$ cat src/rtl/max_pool_seq_pkg.sv
// Shared definitions for the streaming max-pool sequencer.
package max_pool_pkg;

    localparam int DATA_W = 8;

    typedef enum logic [1:0] {
        IDLE = 2'd0,
        ACC  = 2'd1,
        OUT  = 2'd2
    } state_e;

endpackage : max_pool_pkg

$ cat src/rtl/max_pool_seq_if.sv
// Activation-in / pooled-result-out handshake bundle for max_pool_seq.
interface max_pool_seq_if
    import max_pool_pkg::*;
#(
    parameter int IDX_W = 4
) ();

    logic              in_valid;
    logic              in_ready;
    logic [DATA_W-1:0] in_data;
    logic              out_valid;
    logic              out_ready;
    logic [DATA_W-1:0] out_max;
    logic [IDX_W-1:0]  out_idx;

    // Stream source / result sink side
    modport master (
        output in_valid, in_data, out_ready,
        input  in_ready, out_valid, out_max, out_idx
    );

    // Pooling block side
    modport slave (
        input  in_valid, in_data, out_ready,
        output in_ready, out_valid, out_max, out_idx
    );

endinterface : max_pool_seq_if

$ cat src/rtl/max_pool_seq_sort_xy.sv
// Unsigned two-operand comparator; returns the larger operand.
module sort_xy
    import max_pool_pkg::*;
(
    input  logic [DATA_W-1:0] num1,
    input  logic [DATA_W-1:0] num2,
    output logic [DATA_W-1:0] big
);

    // Pure select, ties resolve to num2 (the value already held)
    always_comb begin
        big = (num1 > num2) ? num1 : num2;
    end

endmodule : sort_xy

$ cat src/rtl/max_pool_seq.sv
// Streaming max-pool sequencer: folds one window of activations into
// its maximum and the position of the first occurrence of that maximum.
module max_pool_seq
    import max_pool_pkg::*;
#(
    parameter int MAX_WIN = 16,
    parameter int IDX_W   = $clog2(MAX_WIN)
) (
    input  logic            clk,
    input  logic            rst_n,
    input  logic            flush,
    input  logic [IDX_W:0]  cfg_win_len,
    max_pool_seq_if.slave   bus,
    output logic            busy
);

    localparam logic [IDX_W:0] MAX_LEN = (IDX_W+1)'(MAX_WIN);

    state_e            state_q, state_d;
    logic [IDX_W:0]    cnt_q, cnt_d;
    logic [IDX_W:0]    len_q, len_d;
    logic [DATA_W-1:0] max_q, max_d;
    logic [IDX_W-1:0]  idx_q, idx_d;
    logic [IDX_W:0]    effLen;
    logic [DATA_W-1:0] sortBig;
    logic              beat;

    assign beat = bus.in_valid & bus.in_ready;

    // Shared comparator: incoming element against the running maximum
    sort_xy u_sort (
        .num1 (bus.in_data),
        .num2 (max_q),
        .big  (sortBig)
    );

    // Clamp the requested window length into 1..MAX_WIN
    always_comb begin
        effLen = cfg_win_len;
        if (cfg_win_len == '0) begin
            effLen = {{IDX_W{1'b0}}, 1'b1};
        end else if (cfg_win_len > MAX_LEN) begin
            effLen = MAX_LEN;
        end
    end

    // Next-state and datapath update; flush overrides any handshake this cycle
    always_comb begin
        state_d = state_q;
        cnt_d   = cnt_q;
        len_d   = len_q;
        max_d   = max_q;
        idx_d   = idx_q;
        if (flush) begin
            state_d = IDLE;
            cnt_d   = '0;
        end else begin
            unique case (state_q)
                IDLE: begin
                    if (beat) begin
                        max_d   = bus.in_data;
                        idx_d   = '0;
                        cnt_d   = {{IDX_W{1'b0}}, 1'b1};
                        len_d   = effLen;
                        state_d = (effLen == {{IDX_W{1'b0}}, 1'b1}) ? OUT : ACC;
                    end
                end
                ACC: begin
                    if (beat) begin
                        max_d = sortBig;
                        if (bus.in_data > max_q) begin
                            idx_d = cnt_q[IDX_W-1:0];
                        end
                        cnt_d = cnt_q + 1'b1;
                        if (cnt_q == len_q - 1'b1) begin
                            state_d = OUT;
                        end
                    end
                end
                OUT: begin
                    if (bus.out_ready) begin
                        state_d = IDLE;
                        cnt_d   = '0;
                    end
                end
                default: begin
                    state_d = IDLE;
                    cnt_d   = '0;
                end
            endcase
        end
    end

    // State and window registers
    always_ff @(posedge clk or negedge rst_n) begin
        if (!rst_n) begin
            state_q <= IDLE;
            cnt_q   <= '0;
            len_q   <= '0;
            max_q   <= '0;
            idx_q   <= '0;
        end else begin
            state_q <= state_d;
            cnt_q   <= cnt_d;
            len_q   <= len_d;
            max_q   <= max_d;
            idx_q   <= idx_d;
        end
    end

    // Outputs decoded from registered state only
    always_comb begin
        bus.in_ready  = (state_q != OUT);
        bus.out_valid = (state_q == OUT);
        bus.out_max   = max_q;
        bus.out_idx   = idx_q;
        busy          = (state_q != IDLE);
    end

endmodule : max_pool_seq
$ cat src/flat_wrapper.sv
// flat-port wrapper written by rule: the top's interface ports become plain ports
module max_pool_seq_flat import max_pool_pkg::*;
#(
    parameter int MAX_WIN = 16,
    parameter int IDX_W   = $clog2(MAX_WIN)
)
  (clk, rst_n, flush, cfg_win_len, busy, bus_in_valid, bus_in_data, bus_out_ready, bus_in_ready, bus_out_valid, bus_out_max, bus_out_idx);
  max_pool_seq_if #(.IDX_W(IDX_W)) bus_i ();
  input  logic clk;
  input  logic rst_n;
  input  logic flush;
  input  logic [IDX_W:0] cfg_win_len;
  output logic busy;
  input wire logic [$bits(bus_i.in_valid)-1:0] bus_in_valid;
  input wire logic [$bits(bus_i.in_data)-1:0] bus_in_data;
  input wire logic [$bits(bus_i.out_ready)-1:0] bus_out_ready;
  output wire logic [$bits(bus_i.in_ready)-1:0] bus_in_ready;
  output wire logic [$bits(bus_i.out_valid)-1:0] bus_out_valid;
  output wire logic [$bits(bus_i.out_max)-1:0] bus_out_max;
  output wire logic [$bits(bus_i.out_idx)-1:0] bus_out_idx;
  assign bus_i.in_valid = bus_in_valid;
  assign bus_i.in_data = bus_in_data;
  assign bus_i.out_ready = bus_out_ready;
  assign bus_in_ready = bus_i.in_ready;
  assign bus_out_valid = bus_i.out_valid;
  assign bus_out_max = bus_i.out_max;
  assign bus_out_idx = bus_i.out_idx;
  max_pool_seq #(.MAX_WIN(MAX_WIN), .IDX_W(IDX_W)) u_core (.clk(clk), .rst_n(rst_n), .flush(flush), .cfg_win_len(cfg_win_len), .bus(bus_i), .busy(busy));
endmodule
$ cat config.mk
export PLATFORM = sky130hd
export DESIGN_NAME = max_pool_seq_flat
export DESIGN_NICKNAME = d
export VERILOG_FILES = /design/src/rtl/max_pool_seq_pkg.sv /design/src/rtl/max_pool_seq_if.sv /design/src/rtl/max_pool_seq_sort_xy.sv /design/src/rtl/max_pool_seq.sv /design/src/flat_wrapper.sv
export SDC_FILE = /design/constraint.sdc
export NUM_CORES = 1
export LEC_CHECK = 0
export CAP_MARGIN = 20
export CORE_MARGIN = 4
export CORE_UTILIZATION = 50
export DETAILED_ROUTE_END_ITERATION = 8
export PLACE_DENSITY = 0.8
export SLEW_MARGIN = 20
export SYNTH_ARGS = -nofsm -noshare
export SYNTH_HDL_FRONTEND = slang
export SYNTH_SLANG_ARGS = --single-unit
export TNS_END_PERCENT = 30
$ cat constraint.sdc
create_clock -name clk -period 2.7 [get_ports clk]
set_clock_uncertainty 0.15 [all_clocks]
set_input_delay 0.27 -clock clk [delete_from_list [all_inputs] [get_ports clk]]
set_output_delay 0.27 -clock clk [all_outputs]
set_load 0.02 [all_outputs]
==> results.sh <==
export IMPL_cts_resized=0
export IMPL_cts_hold_buffers=0
export IMPL_synthCells=145
export IMPL_diodes=0
export IMPL_clock_sinks=24
export IMPL_ir_drop_mv=0.712
export IMPL_n_fill_cell=236
export IMPL_relSlewSlack=0.659
export IMPL_r2r_end="u_core.bus.out_max[6]"
export IMPL_vias=1133
export IMPL_wire_per_inst_um=13.1
export IMPL_wirelength_mm=2.78
export IMPL_rsz0062_at_grt="no"
export IMPL_clk_path_buf_depth=2
export IMPL_synth_top_area_frac=0.413
export IMPL_hold_path_class="primary input to asynchronous set/reset pin"
export IMPL_drc=0
export IMPL_ios=33
export IMPL_worstSetupEndpointType="flop"
export IMPL_clk_latency_ps=310
export IMPL_drv_slew=0
export IMPL_final_cell_area_mm2=0.00183
export IMPL_fmax_mhz=428
export IMPL_yosysWarnings=0
export IMPL_crit_chain="inv_1 > ha_1 > a211o_1 > a21oi_1 > a31oi_2 > a21oi_2 > buf_4 > mux2_4"
export IMPL_setup_violations=0
export IMPL_drive_above_1_share=0.105
export IMPL_startpoint_type="flop"
export IMPL_layout_common_cells="32 x clkdlybuf4s50_1, 24 x dfrtp_1, 18 x nand2_1"
export IMPL_synth_area_leaders="dfrtp_1 41%, ha_1 8.6%, mux2_4 7.2%"
export IMPL_via_per_inst=5.34
export IMPL_drt_iter0_drc=42
export IMPL_numCtsBuffers=3
export IMPL_register_area_um2=601
export IMPL_start_util=0.527
export IMPL_multiInputGateArea_um2=766
export IMPL_core_mm2=0.00276
export IMPL_ys_seq_elements=24
export IMPL_status="complete, no violations"
export IMPL_yosys_area_top_type="dfrtp_1"
export IMPL_post_route_min_period_ps=2330
export IMPL_firstDrtPassIters=4
export IMPL_ys_types=35
export IMPL_synthesis_nets=173
export IMPL_crit_slowest_cell="dfrtp_1"
export IMPL_synth_avg_cell_area_um2=10.0
export IMPL_die_area_mm2=0.00383
export IMPL_hpwlAfterDp_mm=2.30
export IMPL_p_per_area_mw_per_mm2=891
export IMPL_hold_violations=0
export IMPL_netlist_area_mm2=0.00145
export IMPL_crit_type="flop to flop"
export IMPL_stdcell_count=212
export IMPL_finalSetupTns_ps=0
export IMPL_crit_path_max_incr_delay_ps=400
export IMPL_yosysSeqAreaShare=0.413
export IMPL_cts_setup_buffers=0
export IMPL_die_height_um=61.9
export IMPL_p_leak_nw=0.880
export IMPL_num_rows=19
export IMPL_worstMarginPinSlew_ps=506
export IMPL_grt_max_degree=25
export IMPL_drv_cap=0
export IMPL_final_common_cell="clkdlybuf4s50_1"
export IMPL_grt_pass1_wl_mm=4.76
export IMPL_grt_util_all_layers=0.166
export IMPL_period_share=0.865
export IMPL_antenna_found_initial=0
export IMPL_reg2reg_slack_ps=370
export IMPL_nNetsFinal=211
export IMPL_cp_arrival_ps=2390
export IMPL_first_global_vias=1148
export IMPL_place_congestion=0.807
export IMPL_antenna_left=0
export IMPL_rr_worst_depth=8
export IMPL_place_area_mm2=0.00181
export IMPL_critPathRequiredTime_ps=2750
export IMPL_die_w_um=61.9
export IMPL_r2r_start="u_core.bus.out_max[7]"
export IMPL_syn_to_final_growth_pct=26.3
export IMPL_critPathMaxFanout=7
export IMPL_dp_cells=209
export IMPL_grt_overflow=0
export IMPL_clk_pin_slew_ps=130
export IMPL_cts_tree="done"
export IMPL_cts_root_buf="clkbuf_4"
export IMPL_port_buffers=32
export IMPL_ctsHtreeMaxLevel=1
==> worst max path at each step <==
| stage | start | endpoint | slack [ps] | depth (start not counted) |
|---|---|---|---|---|
| after floorplan | u_core.bus.out_max[7] | u_core.bus.out_max[0] | 430 | 8 |
| after global placement | bus_in_data[7] | u_core.bus.out_max[7] | 140 | 8 |
| after detailed placement | bus_in_data[7] | u_core.bus.out_max[4] | 100 | 8 |
| after CTS | u_core.bus.out_max[7] | u_core.bus.out_max[6] | 360 | 8 |
| after global routing | u_core.bus.out_max[7] | u_core.bus.out_idx[1] | 240 | 9 |
| final | u_core.bus.out_max[7] | u_core.bus.out_max[6] | 370 | 8 |
==> cells in the mapped netlist <==
master and count:
a211o_1 1, a21oi_1 6, a21o_1 2, xor2_1 7
nand4_1 5, o211ai_1 1, or2_2 1, nand2b_1 2
o21a_1 1, dfrtp_1 24, o21ai_0 9, nand3_1 2
nor2_1 9, o311a_1 1, nand3b_1 1, nand2_1 18
o22ai_1 1, a311o_1 1, a31oi_2 1, nor2b_1 1
mux2i_1 4, ha_1 10, a21oi_2 1, o21bai_1 1
nor3_1 2, inv_1 17, nor3b_1 1, o31ai_1 1
nand4bb_1 1, buf_6 2, mux2_4 7, mux2_2 1
nor3b_4 1, xnor2_1 1, o221ai_2 1
==> worst max-delay path: cells and delay by family, from the launching register on <==
family / cells / cell delay (ps)
fa+ha+maj: 1 / 320
buf+inv: 2 / 280
flops: 1 / 400
mux: 1 / 310
compound gates: 4 / 780
==> logic make-up (layout without fill, tap and decap cells) <==
| logic type | after synthesis | after routing | synth area share |
|---|---|---|---|
| compound gates | 28 | 28 | 0.132 |
| xor+xnor | 8 | 8 | 0.0482 |
| fa+ha+maj | 10 | 10 | 0.0861 |
| buf+inv | 19 | 55 | 0.0594 |
| flops | 24 | 24 | 0.413 |
| mux | 12 | 12 | 0.108 |
| simple gates | 44 | 44 | 0.153 |
==> stage by stage <==
| step | power (mW) | hold slack [ps] | setup WS (ps) | util |
|---|---|---|---|---|
| CTS | 1.65 | 151 | 362 | 0.665 |
| floorplan | 1.18 | -176 | 431 | - |
| finish | 1.63 | 142 | 366 | 0.665 |
| global placement | 1.46 | 344 | 142 | 0.657 |
| detailed placement | 1.49 | 354 | 105 | 0.657 |
| global route | 1.75 | 183 | 239 | 0.665 |
==> per-layer routing <==
layer	global-route usage	vias up	part of all wire
met3	0.0351	5	0.045
met4	0.0667	0	0.016
li1	-	575	-
met2	0.280	24	0.47
met1	0.207	529	0.46
met5	0	-	0
==> final cells by class <==
cell class              instances  area share
clock buffers                   3      0.0123
inverters                      17      0.0348
flip-flops and latches         24       0.327
well taps                      31      0.0211
multi-input cells             102       0.417
repair buffers                 35       0.187
==> report_power, final <==
| part | switching (mW) | internal [mW] |
|---|---|---|
| registers | 0.119 | 0.473 |
| clock network | 0.101 | 0.0522 |
| logic | 0.421 | 0.468 |
==> registers in the layout, indices dropped and copies added, names as in the netlist <==
| name | flops |
|---|---|
| u_core.state_q | 2 |
| u_core.cnt_q | 5 |
| u_core.bus.out_idx | 4 |
| u_core.len_q | 5 |
| u_core.bus.out_max | 8 |
Power figures use the tool's default switching activity.
